<file path="src/rtl/uart_pkg.sv">
// uart_pkg: shared UART constants and receiver state encoding
package uart_pkg;
    localparam int CLK_HZ     = 100_000_000;
    localparam int BAUD       = 115200;
    localparam int OS_RATE    = 16;
    localparam int FIFO_DEPTH = 16;
    typedef enum logic [2:0] {IDLE, START, DATA, STOP, WAIT_HIGH} rx_state_t;
endpackage

</file>
<file path="src/rtl/uart_rx_fifo.sv">
// uart_rx_fifo: synchronous first-word-fall-through FIFO with occupancy count
module uart_rx_fifo #(
    parameter int WIDTH = 8,
    parameter int DEPTH = 16,
    parameter int PTR_W = 4
) (
    input  logic             clk,
    input  logic             reset,
    input  logic             push,
    input  logic [WIDTH-1:0] push_data,
    input  logic             pop,
    output logic [WIDTH-1:0] pop_data,
    output logic             full,
    output logic             empty,
    output logic [PTR_W:0]   count
);
    localparam logic [PTR_W:0] FULL_CNT = (PTR_W + 1)'(DEPTH);
    logic [WIDTH-1:0] mem [DEPTH];
    logic [PTR_W-1:0] wr_ptr, rd_ptr;
    logic do_push, do_pop;
    assign do_pop   = pop && !empty;
    assign do_push  = push && (!full || do_pop);
    assign full     = count == FULL_CNT;
    assign empty    = count == '0;
    assign pop_data = mem[rd_ptr];
    // pointers wrap naturally; count is one bit wider so a full FIFO is representable
    always_ff @(posedge clk) begin
        if (reset) begin
            wr_ptr <= '0;
            rd_ptr <= '0;
            count  <= '0;
        end else begin
            wr_ptr <= wr_ptr + {{(PTR_W-1){1'b0}}, do_push};
            rd_ptr <= rd_ptr + {{(PTR_W-1){1'b0}}, do_pop};
            count  <= count + {{PTR_W{1'b0}}, do_push} - {{PTR_W{1'b0}}, do_pop};
        end
    end
    // storage needs no reset; entries are only read once written
    always_ff @(posedge clk) begin
        if (do_push) mem[wr_ptr] <= push_data;
    end
endmodule

</file>
<file path="src/rtl/uart_rx.sv">
// uart_rx: 8N1 receiver, 16x oversampled, feeding an FWFT FIFO with sticky error flags
module uart_rx #(
    parameter int OS_DIV     = uart_pkg::CLK_HZ / (uart_pkg::BAUD * uart_pkg::OS_RATE),
    parameter int FIFO_DEPTH = uart_pkg::FIFO_DEPTH,
    parameter int PTR_W      = 4
) (
    input  logic           clk,
    input  logic           reset,
    input  logic           rx_in,
    input  logic           rd_en,
    output logic [7:0]     rd_data,
    output logic           rx_avail,
    output logic [PTR_W:0] rx_count,
    output logic           overrun,
    output logic           frame_err,
    input  logic           clr_err
);
    import uart_pkg::*;
    localparam int TW = OS_DIV > 1 ? $clog2(OS_DIV) : 1;
    localparam logic [3:0] SC_MID = 4'(OS_RATE / 2 - 1);
    localparam logic [3:0] SC_END = 4'(OS_RATE - 1);
    logic rx_m, rx_s, os_tick, stop_pt, push, set_ovr, set_fe, full, empty;
    logic [TW-1:0] tcnt;
    rx_state_t state, state_n;
    logic [3:0] sc, sc_n;
    logic [2:0] bit_idx, bit_n;
    logic [7:0] shreg, shreg_n;
    // two-flop synchroniser; idles high so reset looks like an idle line
    always_ff @(posedge clk) begin
        if (reset) begin
            rx_m <= 1'b1;
            rx_s <= 1'b1;
        end else begin
            rx_m <= rx_in;
            rx_s <= rx_m;
        end
    end
    assign os_tick = tcnt == TW'(OS_DIV - 1);
    // free-running oversample divider, never realigned to the start edge
    always_ff @(posedge clk) begin
        tcnt <= (reset || os_tick) ? '0 : tcnt + 1'b1;
    end
    // FSM state and datapath registers
    always_ff @(posedge clk) begin
        if (reset) begin
            state   <= IDLE;
            sc      <= '0;
            bit_idx <= '0;
            shreg   <= '0;
        end else begin
            state   <= state_n;
            sc      <= sc_n;
            bit_idx <= bit_n;
            shreg   <= shreg_n;
        end
    end
    // next-state logic, advancing only on oversample ticks
    always_comb begin
        state_n = state;
        sc_n    = sc;
        bit_n   = bit_idx;
        shreg_n = shreg;
        if (os_tick) begin
            case (state)
                IDLE: begin
                    sc_n = '0;
                    if (!rx_s) state_n = START;
                end
                START: begin
                    sc_n = sc + 1'b1;
                    if (sc == SC_MID) begin
                        state_n = rx_s ? IDLE : DATA;
                        sc_n    = '0;
                        bit_n   = '0;
                    end
                end
                DATA: begin
                    sc_n = sc + 1'b1;
                    if (sc == SC_END) begin
                        shreg_n = {rx_s, shreg[7:1]};
                        bit_n   = bit_idx + 1'b1;
                        if (bit_idx == 3'd7) state_n = STOP;
                    end
                end
                STOP: begin
                    sc_n = sc + 1'b1;
                    if (sc == SC_END) state_n = rx_s ? IDLE : WAIT_HIGH;
                end
                WAIT_HIGH: if (rx_s) state_n = IDLE;
                default: state_n = IDLE;
            endcase
        end
    end
    assign stop_pt = os_tick && state == STOP && sc == SC_END;
    // stop-bit decision: a pop in the same cycle frees a slot in a full FIFO
    always_comb begin
        push    = stop_pt && rx_s && (!full || rd_en);
        set_ovr = stop_pt && rx_s && full && !rd_en;
        set_fe  = stop_pt && !rx_s;
    end
    // sticky error flags; a new event beats a simultaneous clear
    always_ff @(posedge clk) begin
        if (reset) begin
            overrun   <= 1'b0;
            frame_err <= 1'b0;
        end else begin
            overrun   <= set_ovr || (overrun && !clr_err);
            frame_err <= set_fe || (frame_err && !clr_err);
        end
    end
    uart_rx_fifo #(
        .WIDTH(8),
        .DEPTH(FIFO_DEPTH),
        .PTR_W(PTR_W)
    ) u_fifo (
        .clk      (clk),
        .reset    (reset),
        .push     (push),
        .push_data(shreg),
        .pop      (rd_en),
        .pop_data (rd_data),
        .full     (full),
        .empty    (empty),
        .count    (rx_count)
    );
    assign rx_avail = !empty;
endmodule

</file>
<file path="config.mk">
export PLATFORM = sky130hd
export DESIGN_NAME = uart_rx
export DESIGN_NICKNAME = d
export VERILOG_FILES = /design/src/rtl/uart_pkg.sv /design/src/rtl/uart_rx_fifo.sv /design/src/rtl/uart_rx.sv
export SDC_FILE = /design/constraint.sdc
export NUM_CORES = 1
export LEC_CHECK = 0
export CAP_MARGIN = 20
export CORE_ASPECT_RATIO = 0.9
export CORE_MARGIN = 4
export CORE_UTILIZATION = 45
export CTS_BUF_LIST = sky130_fd_sc_hd__clkbuf_4
export CTS_CLUSTER_SIZE = 24
export DETAILED_ROUTE_END_ITERATION = 8
export PLACE_DENSITY_LB_ADDON = 0.12
export SLEW_MARGIN = 20
export SYNTH_ARGS = -nofsm -noshare
export SYNTH_HDL_FRONTEND = slang
export SYNTH_SLANG_ARGS = --single-unit
</file>
<file path="constraint.sdc">
create_clock -name clk -period 3.6 [get_ports clk]
set_input_delay 0.72 -clock clk [delete_from_list [all_inputs] [get_ports clk]]
set_output_delay 0.72 -clock clk [all_outputs]
set_load 0.005 [all_outputs]
</file>
# --- Word level (Yosys, flattened, before mapping) ---
# Memory sizes are Yosys's and may differ from the RTL's. A register that Yosys moved wholly into a read port is not among the register bits.
# Index checks and enable logic that the tools add are counted.
word_totals:
  reg_bits: 41
  ram_bits: 128
  inputBits: 5
  elab_cells: 82
  mem_count: 1
classes:
  n_addsub: 7
  eq_ne: 15
  muxes: 17
  reduce_logical: 30
mem_list:
  columns: ["name", "words", "width", "read_ports", "rd_ports_with_merged_regs", "write_ports", "line", "source"]
  rows:
  - ["u_fifo.mem", 16, 8, 1, 1, 1, "uart_rx_fifo.sv:18", "logic [WIDTH-1:0] mem [DEPTH];"]
op_table:
  columns: ["cell", "n"]
  rows:
  - ["$mux W3", 9]
  - ["$pmux W3 S5", 1]
  - ["$ne A2 B2 Y1 const B", 6]
  - ["$pmux W4 S3", 1]
  - ["$logic_and A1 B1 Y1", 11]
  - ["$add A4 B1 Y4", 2]
  - ["$mux W4", 2]
  - ["$reduce_and A7 Y1", 1]
  - ["$add A6 B1 Y6 const B", 1]
  - ["$eq A3 B2 Y1 const B", 2]
  - ["$eq A3 B3 Y1 const B", 2]
  - ["$eq A6 B6 Y1 const B", 1]
  - ["$pmux W3 S2", 1]
  - ["$add A5 B1 Y5", 1]
  - ["$eq A5 B5 Y1 const B", 1]
  - ["$logic_not A1 Y1", 5]
  - ["$logic_not A5 Y1", 1]
  - ["$logic_or A1 B1 Y1", 5]
  - ["$sub A5 B1 Y5", 1]
  - ["$add A4 B1 Y4 const B", 1]
  - ["$eq A4 B3 Y1 const B", 1]
  - ["$eq A4 B4 Y1 const B", 1]
  - ["$reduce_and A4 Y1", 1]
  - ["$add A3 B1 Y3 const B", 1]
  - ["9 further kinds", 10]

# --- Depth between registers and ports, before layout ---
# Gate-level depths: netlist of run 1.
logic_depth:
  ltp_word: 8
  depth_mapped: 14

# --- Modules after synthesis ---
# A second synthesis of run 1 with hierarchy kept.
unflattened:
  cells_unflattened: 453
  hier_area_um2: 7029.2
modules_own_cells:
  columns: ["mod", "instances", "cells_each", "area_per_inst_um2", "seq_area_each_um2"]
  rows:
  - ["uart_rx_fifo", 1, 294, 5681.7, 4103.9]
  - ["uart_rx", 1, 159, 1347.5, 560.5]

# --- Least setup slack after synthesis of run 1 ---
# Ideal clock, no wire load.
synth_path:
  path_type: "reg-to-reg"
  from: "reg u_fifo.count[3]"
  to: "reg u_fifo.count[4]"
  t_arrival_ns: 2.589
  path_slack_ns: 0.881
  stages_incl_launch_ff: 15
  path_buffers: 0
  synth_period_minus_slack_ns: 2.719
  path_cell_list: "dfxtp_1 -> inv_1 -> ha_1 -> or3b_2 -> nand2b_1 -> and2_1 -> ha_1 -> inv_1 -> ha_1 -> inv_1 -> fa_1 -> nor2b_1 -> o21bai_1 -> a21oi_1 -> nor3b_1"
synth_between:
  elab_chain_cells: 7
  word_cells_on_any_way: 11
  classes_between: "add/sub: 2; eq/ne: 1; reduce/logical: 8"
synth_rtl:
  columns: ["element", "line", "source"]
  rows:
  - ["start, declared", "uart_rx_fifo.sv:15", "output logic [PTR_W:0] count"]
  - ["start signal, assigned", "uart_rx_fifo.sv:35", "count <= count + {{PTR_W{1'b0}}, do_push} - {{PTR_W{1'b0}}, do_pop};"]
  - ["$logic_not A5 Y1 *", "uart_rx_fifo.sv:24", "assign empty = count == '0;"]
  - ["$logic_not A1 Y1 *", null, null]
  - ["net rx_avail", "uart_rx.sv:12", "output logic rx_avail,"]
  - ["$logic_and A1 B1 Y1 *", "uart_rx_fifo.sv:21", "assign do_pop = pop && !empty;"]
  - ["$logic_or A1 B1 Y1", "uart_rx_fifo.sv:22", "assign do_push = push && (!full || do_pop);"]
  - ["$logic_and A1 B1 Y1", "uart_rx_fifo.sv:22", null]
  - ["$add A5 B1 Y5", "uart_rx_fifo.sv:35", null]
  - ["$sub A5 B1 Y5 *", "uart_rx_fifo.sv:35", null]
# Mark *: on every way through the listed nets, which the timed path passes. The rest lies on a longest branch.
# A chain may end at the register's enable or synchronous reset.

==> results.json, run 1 <==
{
  "worst_path_largest_cell_delay_ns": 0.53,
  "antenna_found_initial": 0,
  "status": "complete, no violations",
  "diodes": 0,
  "route.detailed.drc": 0,
  "criticalPathCategory": "flop to output port",
  "synth_nets": 436,
  "fill_cells": 1238,
  "overflow": 0,
  "fp.dieH_um": 125,
  "drtIter0Drc": 376,
  "num_io_pins": 21,
  "path_clk_slew_ns": 0.13,
  "syn_to_final_growth_pct": 11.9,
  "gr-usage-met2_pct": 25.7,
  "min_to": "rx_s",
  "crit_path_end_kind": "output port",
  "drt.antenna.violating_nets": 0,
  "setup_violations": 0,
  "period_share_pct": 95.5,
  "start_kind": "flop",
  "power.leakage_nw": 2.49,
  "path_max_fanout": 16,
  "rsz0062_at_grt": "false",
  "coreArea_um2": 14800,
  "grt_use_total_pct": 16.4,
  "die_w_um": 138,
  "critPathArrivalTime_ns": 2.72,
  "cts_setup_buffers": 0,
  "grt-busiest-layer": "met2",
  "hold_viol_final": 0,
  "gp_congestion": 0.789,
  "via_per_inst": 5.38,
  "tightest_slew_ns": 0.960,
  "multiInputGateArea_um2": 2060,
  "drv_slew": 0,
  "max_freq_ghz": 0.291,
  "fin_tns_setup_ns": 0,
  "cts_made_buffers": 17,
  "layout_commonest_cell": "edfxtp_1",
  "grt_pass1_vias": 3720,
  "clk_path_buf_depth": 2,
  "io_buffers": 20,
  "yosysTopAreaCell": "edfxtp_1",
  "most-common-layout-cells": "128 x edfxtp_1, 41 x nor2_1, 40 x mux4_2, 40 x dfxtp_1",
  "insertion_delay_ns": 0.53,
  "fp-row-count": 42,
  "start_util_pct": 46.2,
  "hold_class": "flop to flop",
  "synth.area.top_cells": "edfxtp_1 56%, mux4_2 13%, dfxtp_1 12%",
  "holdBufCountCts": 0,
  "grt_max_degree": 35,
  "cap_violations": 0,
  "peakVddDrop_uv": 403,
  "final_util_pct": 51.8,
  "layout.nets": 478,
  "htreeDepth": 4,
  "regArea_um2": 4670,
  "r2r_start": "u_fifo.count[2]",
  "grt_pass1_wl_mm": 21.4,
  "cts_root_buf": "clkbuf_4",
  "cp_common_cell": "mux4_2",
  "wirelength_mm": 13.7,
  "cts_tree": "yes",
  "r2r_setup_slack_ns": 0.66,
  "period_needed_ns": 3.44,
  "yosys_warnings": 0,
  "die-area_um2": 17300,
  "crit_chain": "buf_12 -> mux4_2 -> mux4_2 -> clkdlybuf4s50_1",
  "avgSynthCellArea_um2": 16.5,
  "ys_ff_latch": 169,
  "num_vias": 3592,
  "clock_skew_ns": 0.0189,
  "r2r_end": "u_fifo.count[4]",
  "ys_types": 44,
  "r2r_cells": 14,
  "p_total_mw": 4.06,
  "syn_inst": 415,
  "wire_per_inst_um": 20.5,
  "power_density_nw_per_um2": 529,
  "cp_slowest_cell": "mux4_2",
  "slew_headroom_pct": 35.8,
  "use_met3_pct": 4.16,
  "cts.sinks": 169,
  "synth_top_area_share_pct": 56.1,
  "hpwlAfterDp_mm": 8.50,
  "worstPathRequired_ns": 2.88,
  "synth_seq_area_share_pct": 68.1,
  "min_path_cells": 1,
  "netlist_area_um2": 6850,
  "ctsResizeCount": 0,
  "drive_above_1_share_pct": 21.9,
  "met1_usage_pct": 23.2,
  "first_pass_iters": 5,
  "worstHoldStart": "rx_m"
}
cell type report:
type | count | share of cell area (%)
Timing Repair Buffer | 42 | 5.15
Multi-Input combinational cell | 214 | 26.8
Clock inverter | 15 | 1.68
Inverter | 13 | 0.636
Sequential cell | 169 | 60.8
Tap cell | 198 | 3.23
Clock buffer | 17 | 1.66
worst max path at each step:
| stage | from | endpoint | slack [ns] | cells past startpoint |
|---|---|---|---|---|
| 2_1_floorplan | u_fifo.count[3] | u_fifo.count[4] | 0.88 | 14 |
| 3_3_place_gp | u_fifo.rd_ptr[0] | rd_data[7] | 0.70 | 4 |
| 3_5_place_dp | rd_en | u_fifo.count[4] | 0.68 | 11 |
| 4_1_cts | u_fifo.rd_ptr[0] | rd_data[7] | 0.05 | 4 |
| 5_1_grt | u_fifo.rd_ptr[0] | rd_data[7] | 0.02 | 4 |
| 6_report | u_fifo.rd_ptr[0] | rd_data[7] | 0.16 | 4 |
logic make-up after synthesis:
family,after synthesis,synth area share [%]
flip-flops,169,68.1
AND/OR/NAND/NOR,114,9.13
multiplexers,48,14.3
buffers and inverters,32,1.94
AO/OA/AOI/OAI,25,2.12
adder cells (fa/ha/maj),16,3.03
XOR/XNOR,11,1.41
cell usage after synthesis, drive strengths merged:
| master | instances |
|---|---|
| nor2 | 41 |
| or2b | 1 |
| mux2i | 8 |
| nand2 | 11 |
| or4b | 2 |
| nor3b | 2 |
| inv | 13 |
| nand4bb | 2 |
| and2 | 2 |
| a211oi | 1 |
| mux4 | 40 |
| nand4 | 3 |
| fa | 1 |
| nor2b | 9 |
| buf | 5 |
| or2 | 2 |
| ha | 15 |
| a31oi | 2 |
| a21oi | 13 |
| xnor2 | 6 |
| or4 | 1 |
| or3 | 3 |
| o2111ai | 1 |
| edfxtp | 128 |
| nand3 | 11 |
| o21ai | 4 |
| and3b | 1 |
| nand3b | 2 |
| nor3 | 8 |
| o31a | 1 |
| and4 | 1 |
| nor4 | 2 |
| xor2 | 5 |
| nand4b | 2 |
| clkbuf | 14 |
| o21bai | 1 |
| or3b | 2 |
| nand2b | 6 |
| dfxtp | 41 |
| a21o | 2 |
report_power, final:
part           switching (mW)  internal, mW  total [mW]
Combinational           0.361         0.533       0.893
Sequential             0.0494          2.11        2.16
Clock                   0.663         0.343        1.01
Total                    1.07          2.98        4.06
registers in the layout, summed over array words and instances, names as in the netlist:
register and cells:
u_fifo.mem 128, shreg 8, tcnt 6, u_fifo.count 5, sc 4, u_fifo.rd_ptr 4
u_fifo.wr_ptr 4, bit_idx 3, state 3, frame_err 1, overrun 1, rx_m 1
rx_s 1
critical path, delay by kind of cell (launching register included):
kind	cells	cell delay [ns]
multiplexers	2	1.05
flip-flops	1	0.45
buffers and inverters	2	0.68
through the flow:
| stage | cells | setup WS, ns | instance area, um2 | hold WS (ns) |
|---|---|---|---|---|
| CTS | 667 | 0.0506 | 7640 | 0.439 |
| floorplan | 415 | 0.881 | 6850 | 0.389 |
| finish | 668 | 0.162 | 7670 | 0.437 |
| global route | 668 | 0.0190 | 7670 | 0.461 |
| detailed placement | 635 | 0.676 | 7390 | 0.404 |
| global placement | 635 | 0.696 | 7390 | 0.396 |
metal layers:
layer / wire [um] / part of all wire, %
met1: 6120 / 45
met2: 6530 / 48
met3: 959 / 7.0
met4: 49 / 0.36
met5: 0 / 0
Power figures use the tool's default switching activity.
==> run 2: changes to the inputs <==
PLACE_DENSITY_LB_ADDON = default   (was 0.12)
clock period = 4.2 ns   (was 3.6 ns; I/O delays follow)
==> results.json, run 2 (synthesized netlist as in run 1, its figures left out) <==
{
  "critPathArrivalTime_ns": 2.71,
  "gp_congestion": 0.728,
  "use_met3_pct": 3.70,
  "cts.sinks": 169,
  "start_kind": "flop",
  "wire_per_inst_um": 20.6,
  "cts_setup_buffers": 0,
  "cts_tree": "yes",
  "drive_above_1_share_pct": 21.1,
  "layout.nets": 473,
  "num_vias": 3595,
  "die_w_um": 138,
  "hold_ws_ns": 0.426,
  "holdBufCountCts": 0,
  "place_area_um2": 7360,
  "diodes": 0,
  "cts_root_buf": "clkbuf_4",
  "power.leakage_nw": 2.50,
  "grt-busiest-layer": "met1",
  "reg_top3": "u_fifo.mem (128), shreg (8), tcnt (6)",
  "grt_pass1_wl_mm": 21.5,
  "route.detailed.drc": 0,
  "most-common-layout-cells": "128 x edfxtp_1, 41 x nor2_1, 40 x mux4_2, 40 x dfxtp_1, 20 x clkdlybuf4s50_1",
  "fin_area_um2": 7700,
  "criticalPathCategory": "flop to output port",
  "cts_made_buffers": 17,
  "hpwlAfterDp_mm": 8.62,
  "drtIter0Drc": 296,
  "crit_path_end_kind": "output port",
  "max_freq_ghz": 0.282,
  "grt_pass1_vias": 3629,
  "period_needed_ns": 3.55,
  "rsz0062_at_grt": "false",
  "io_buffers": 20,
  "antenna_found_initial": 0,
  "htreeDepth": 4,
  "gr-usage-met2_pct": 24.4,
  "start_util_pct": 46.2,
  "cap_violations": 0,
  "first_pass_iters": 5,
  "via_per_inst": 5.42,
  "largest_reg_flops": 128,
  "hold_viol_final": 0,
  "num_io_pins": 21,
  "met1_usage_pct": 24.8,
  "drv_slew": 0,
  "fin_tns_setup_ns": 0,
  "insertion_delay_ns": 0.56,
  "path_clk_slew_ns": 0.12,
  "hold_class": "flop to flop",
  "top_register": "u_fifo.mem",
  "coreArea_um2": 14800,
  "path_max_fanout": 33,
  "tightest_slew_ns": 0.855,
  "status": "complete, no violations",
  "clock_skew_ns": 0.0181,
  "slew_headroom_pct": 42.8,
  "setup_violations": 0,
  "syn_to_final_growth_pct": 12.4,
  "wirelength_mm": 13.6,
  "worstPathRequired_ns": 3.36,
  "layout_commonest_cell": "edfxtp_1",
  "drt.antenna.violating_nets": 0,
  "grt_max_degree": 35,
  "peakVddDrop_uv": 353,
  "fp-row-count": 42,
  "clk_path_buf_depth": 2,
  "grt_use_total_pct": 16.6,
  "fill_cells": 1217,
  "overflow": 0,
  "power_density_nw_per_um2": 477,
  "die-area_um2": 17300,
  "ctsResizeCount": 0,
  "fp.dieH_um": 125,
  "period_share_pct": 84.6
}
[run 2: area by class of cell]
| class | instances | area [um2] | share of cell area [%] |
|---|---|---|---|
| timing repair buffer | 37 | 340 | 4.42 |
| clock buffer | 19 | 143 | 1.85 |
| tap | 198 | 248 | 3.22 |
| sequential | 169 | 4670 | 60.6 |
| clock inverter | 13 | 200 | 2.60 |
| multi-input combinational | 214 | 2060 | 26.7 |
| inverter | 13 | 48.8 | 0.634 |
[run 2: path summary, 6_finish.rpt]
check | startpoint | end | slack (ns) | depth (start not counted)
max reg2reg | tcnt[0] | u_fifo.count[4] | 1.21 | 12
min | rx_m | rx_s | 0.43 | 1
max | u_fifo.rd_ptr[0] | rd_data[1] | 0.65 | 4
min reg2reg | rx_m | rx_s | 0.43 | 1
[run 2: worst max-delay path, cell delays in order (launching register included)]
cell             delay (ns)
dfxtp_2                0.36
buf_12                 0.27
mux4_2                 0.56
mux4_2                 0.48
clkdlybuf4s50_1        0.48
[run 2: where the power goes]
| part | switching, mW | total, mW | leakage [nW] | internal, mW |
|---|---|---|---|---|
| sequential | 0.0360 | 1.84 | 1.52 | 1.81 |
| clock | 0.536 | 1.08 | 0.178 | 0.543 |
| combinational | 0.317 | 0.756 | 0.805 | 0.440 |
| total | 0.889 | 3.68 | 2.50 | 2.79 |
[run 2: stage by stage]
stage          setup slack, ns  power, mW  utilization, %  cells
5_1_grt                  0.491       3.87            52.0    663
2_1_floorplan             1.48       2.40               -    415
3_5_place_dp              1.15       2.65            49.7    631
4_1_cts                  0.562       3.73            52.0    663
3_3_place_gp              1.21       2.64            49.7    631
6_report                 0.648       3.68            52.0    663
[run 2: layer usage]
metal / wire length [um] / share of wire, % / vias to the layer above
li1: - / - / 1668
met1: 6450 / 47 / 1812
met2: 6250 / 46 / 100
met3: 745 / 5.5 / 15
met4: 186 / 1.4 / 0
met5: 0 / 0 / -
==> run 3: changes to the inputs <==
clock period = 2.95 ns   (was 4.2 ns; I/O delays follow)
==> results.json, run 3 (synthesized netlist as in run 1, its figures left out) <==
{
  "coreArea_um2": 14800,
  "hold_class": "flop to flop",
  "hpwlAfterDp_mm": 8.69,
  "r2r_start": "u_fifo.count[3]",
  "wire_per_inst_um": 19.9,
  "syn_to_final_growth_pct": 16.0,
  "crit_path_end_kind": "output port",
  "num_io_pins": 21,
  "grt_use_total_pct": 16.7,
  "io_buffers": 20,
  "fill_cells": 1213,
  "peakVddDrop_uv": 494,
  "tightest_slew_ns": 0.742,
  "crit_start": "u_fifo.rd_ptr[0]",
  "die_w_um": 138,
  "criticalPathCategory": "flop to output port",
  "dp_cells": 646,
  "cp_num_buf_inv": 4,
  "period_needed_ns": 2.97,
  "critPathArrivalTime_ns": 2.38,
  "drtIter0Drc": 391,
  "power_density_nw_per_um2": 671,
  "period_share_pct": 101,
  "diodes": 0,
  "worst_path_largest_cell_delay_ns": 0.49,
  "overflow": 0,
  "via_per_inst": 5.32,
  "place_ws_ns": 0.121,
  "hold_viol_final": 0,
  "cp_top_family": "multiplexers",
  "r2r_end": "u_fifo.count[4]",
  "cap_violations": 0,
  "first_pass_iters": 4,
  "status": "complete, but fails checks",
  "most-common-layout-cells": "128 x edfxtp_1, 41 x nor2_1, 40 x mux4_2",
  "crit_chain": "buf_6 -> buf_12 -> buf_6 -> mux4_2 -> mux4_2 -> buf_2",
  "wirelength_mm": 13.7,
  "setup.worst_path.end": "rd_data[4]",
  "insertion_delay_ns": 0.54,
  "drt.antenna.violating_nets": 0,
  "path_depth": 6,
  "route.detailed.drc": 0,
  "setup_ws_ns": -0.0243,
  "die-area_um2": 17300,
  "path_clk_slew_ns": 0.12,
  "worstPathRequired_ns": 2.36,
  "drv_slew": 0,
  "start_util_pct": 46.2,
  "power.leakage_nw": 2.67,
  "rsz0062_at_grt": "true",
  "grt_pass1_wl_mm": 21.7,
  "cts.sinks": 169,
  "cp_slowest_cell": "mux4_2",
  "htreeDepth": 4,
  "clk_path_buf_depth": 2,
  "r2r_setup_slack_ns": 0.22,
  "grt_pass1_vias": 3727,
  "cts_root_buf": "clkbuf_4",
  "top_register": "u_fifo.mem",
  "fp.dieH_um": 125,
  "hold_ws_ns": 0.423,
  "start_kind": "flop",
  "largest_reg_flops": 128,
  "cts_tree": "yes",
  "reg_top3": "u_fifo.mem (128), shreg (8), tcnt (6)",
  "fp-row-count": 42,
  "cts_made_buffers": 17,
  "final_cells": 688,
  "violations": "negative setup slack",
  "setup_violations": 4,
  "r2r_cells": 14,
  "path_max_fanout": 5,
  "antenna_found_initial": 0,
  "layout.nets": 499,
  "max_freq_ghz": 0.336,
  "clock_skew_ns": 0.0187,
  "layout_commonest_cell": "edfxtp_1",
  "num_vias": 3659,
  "drive_above_1_share_pct": 27.6,
  "slew_headroom_pct": 50.2,
  "gp_congestion": 0.787,
  "holdBufCountCts": 0,
  "grt_max_degree": 35
}
run 3: repair_timing:
action / in CTS / in global routing
cloned: 4 / 0
pin swaps: 0 / 1
gates resized for setup: 41 / 6
setup endpoints to repair: 8 / 10
setup buffers: 7 / 0
run 3: layer usage:
metal	vias to the layer above	global-route usage [%]	wire length, um
li1	1727	-	-
met1	1840	24.4	6460
met2	79	24.9	6220
met3	13	4.51	828
met4	0	4.94	180
met5	-	0	0
run 3: worst min path at each step:
stage / startpoint / to / slack, ns / cells past startpoint
floorplan: rx_m / rx_s / 0.39 / 1
global placement: rx_m / rx_s / 0.40 / 1
detailed placement: rx_m / rx_s / 0.39 / 1
CTS: rx_m / rx_s / 0.42 / 1
global route: rx_m / rx_s / 0.43 / 1
finish: rx_m / rx_s / 0.42 / 1
run 3: cell type report:
type	instances	area, um2	share of cell area [%]
Inverter	13	48.8	0.614
Clock inverter	10	128	1.61
Sequential cell	169	4670	58.7
Multi-Input combinational cell	214	2070	26.0
Clock buffer	21	158	1.98
Timing Repair Buffer	63	633	7.96
Tap cell	198	248	3.12
run 3: where the power goes:
part	switching [mW]	internal, mW
Combinational	0.526	0.837
Sequential	0.0504	2.57
Clock	0.737	0.611
run 3: per-stage QoR:
| step | util, % | setup TNS (ns) | total power, mW | cell area, um2 |
|---|---|---|---|---|
| floorplan | - | 0 | 3.42 | 6850 |
| global placement | 50.6 | 0 | 3.81 | 7500 |
| detailed placement | 50.6 | 0 | 3.80 | 7500 |
| CTS | 53.6 | -0.607 | 5.39 | 7940 |
| global route | 53.7 | -0.810 | 5.63 | 7950 |
| finish | 53.7 | -0.0723 | 5.34 | 7950 |
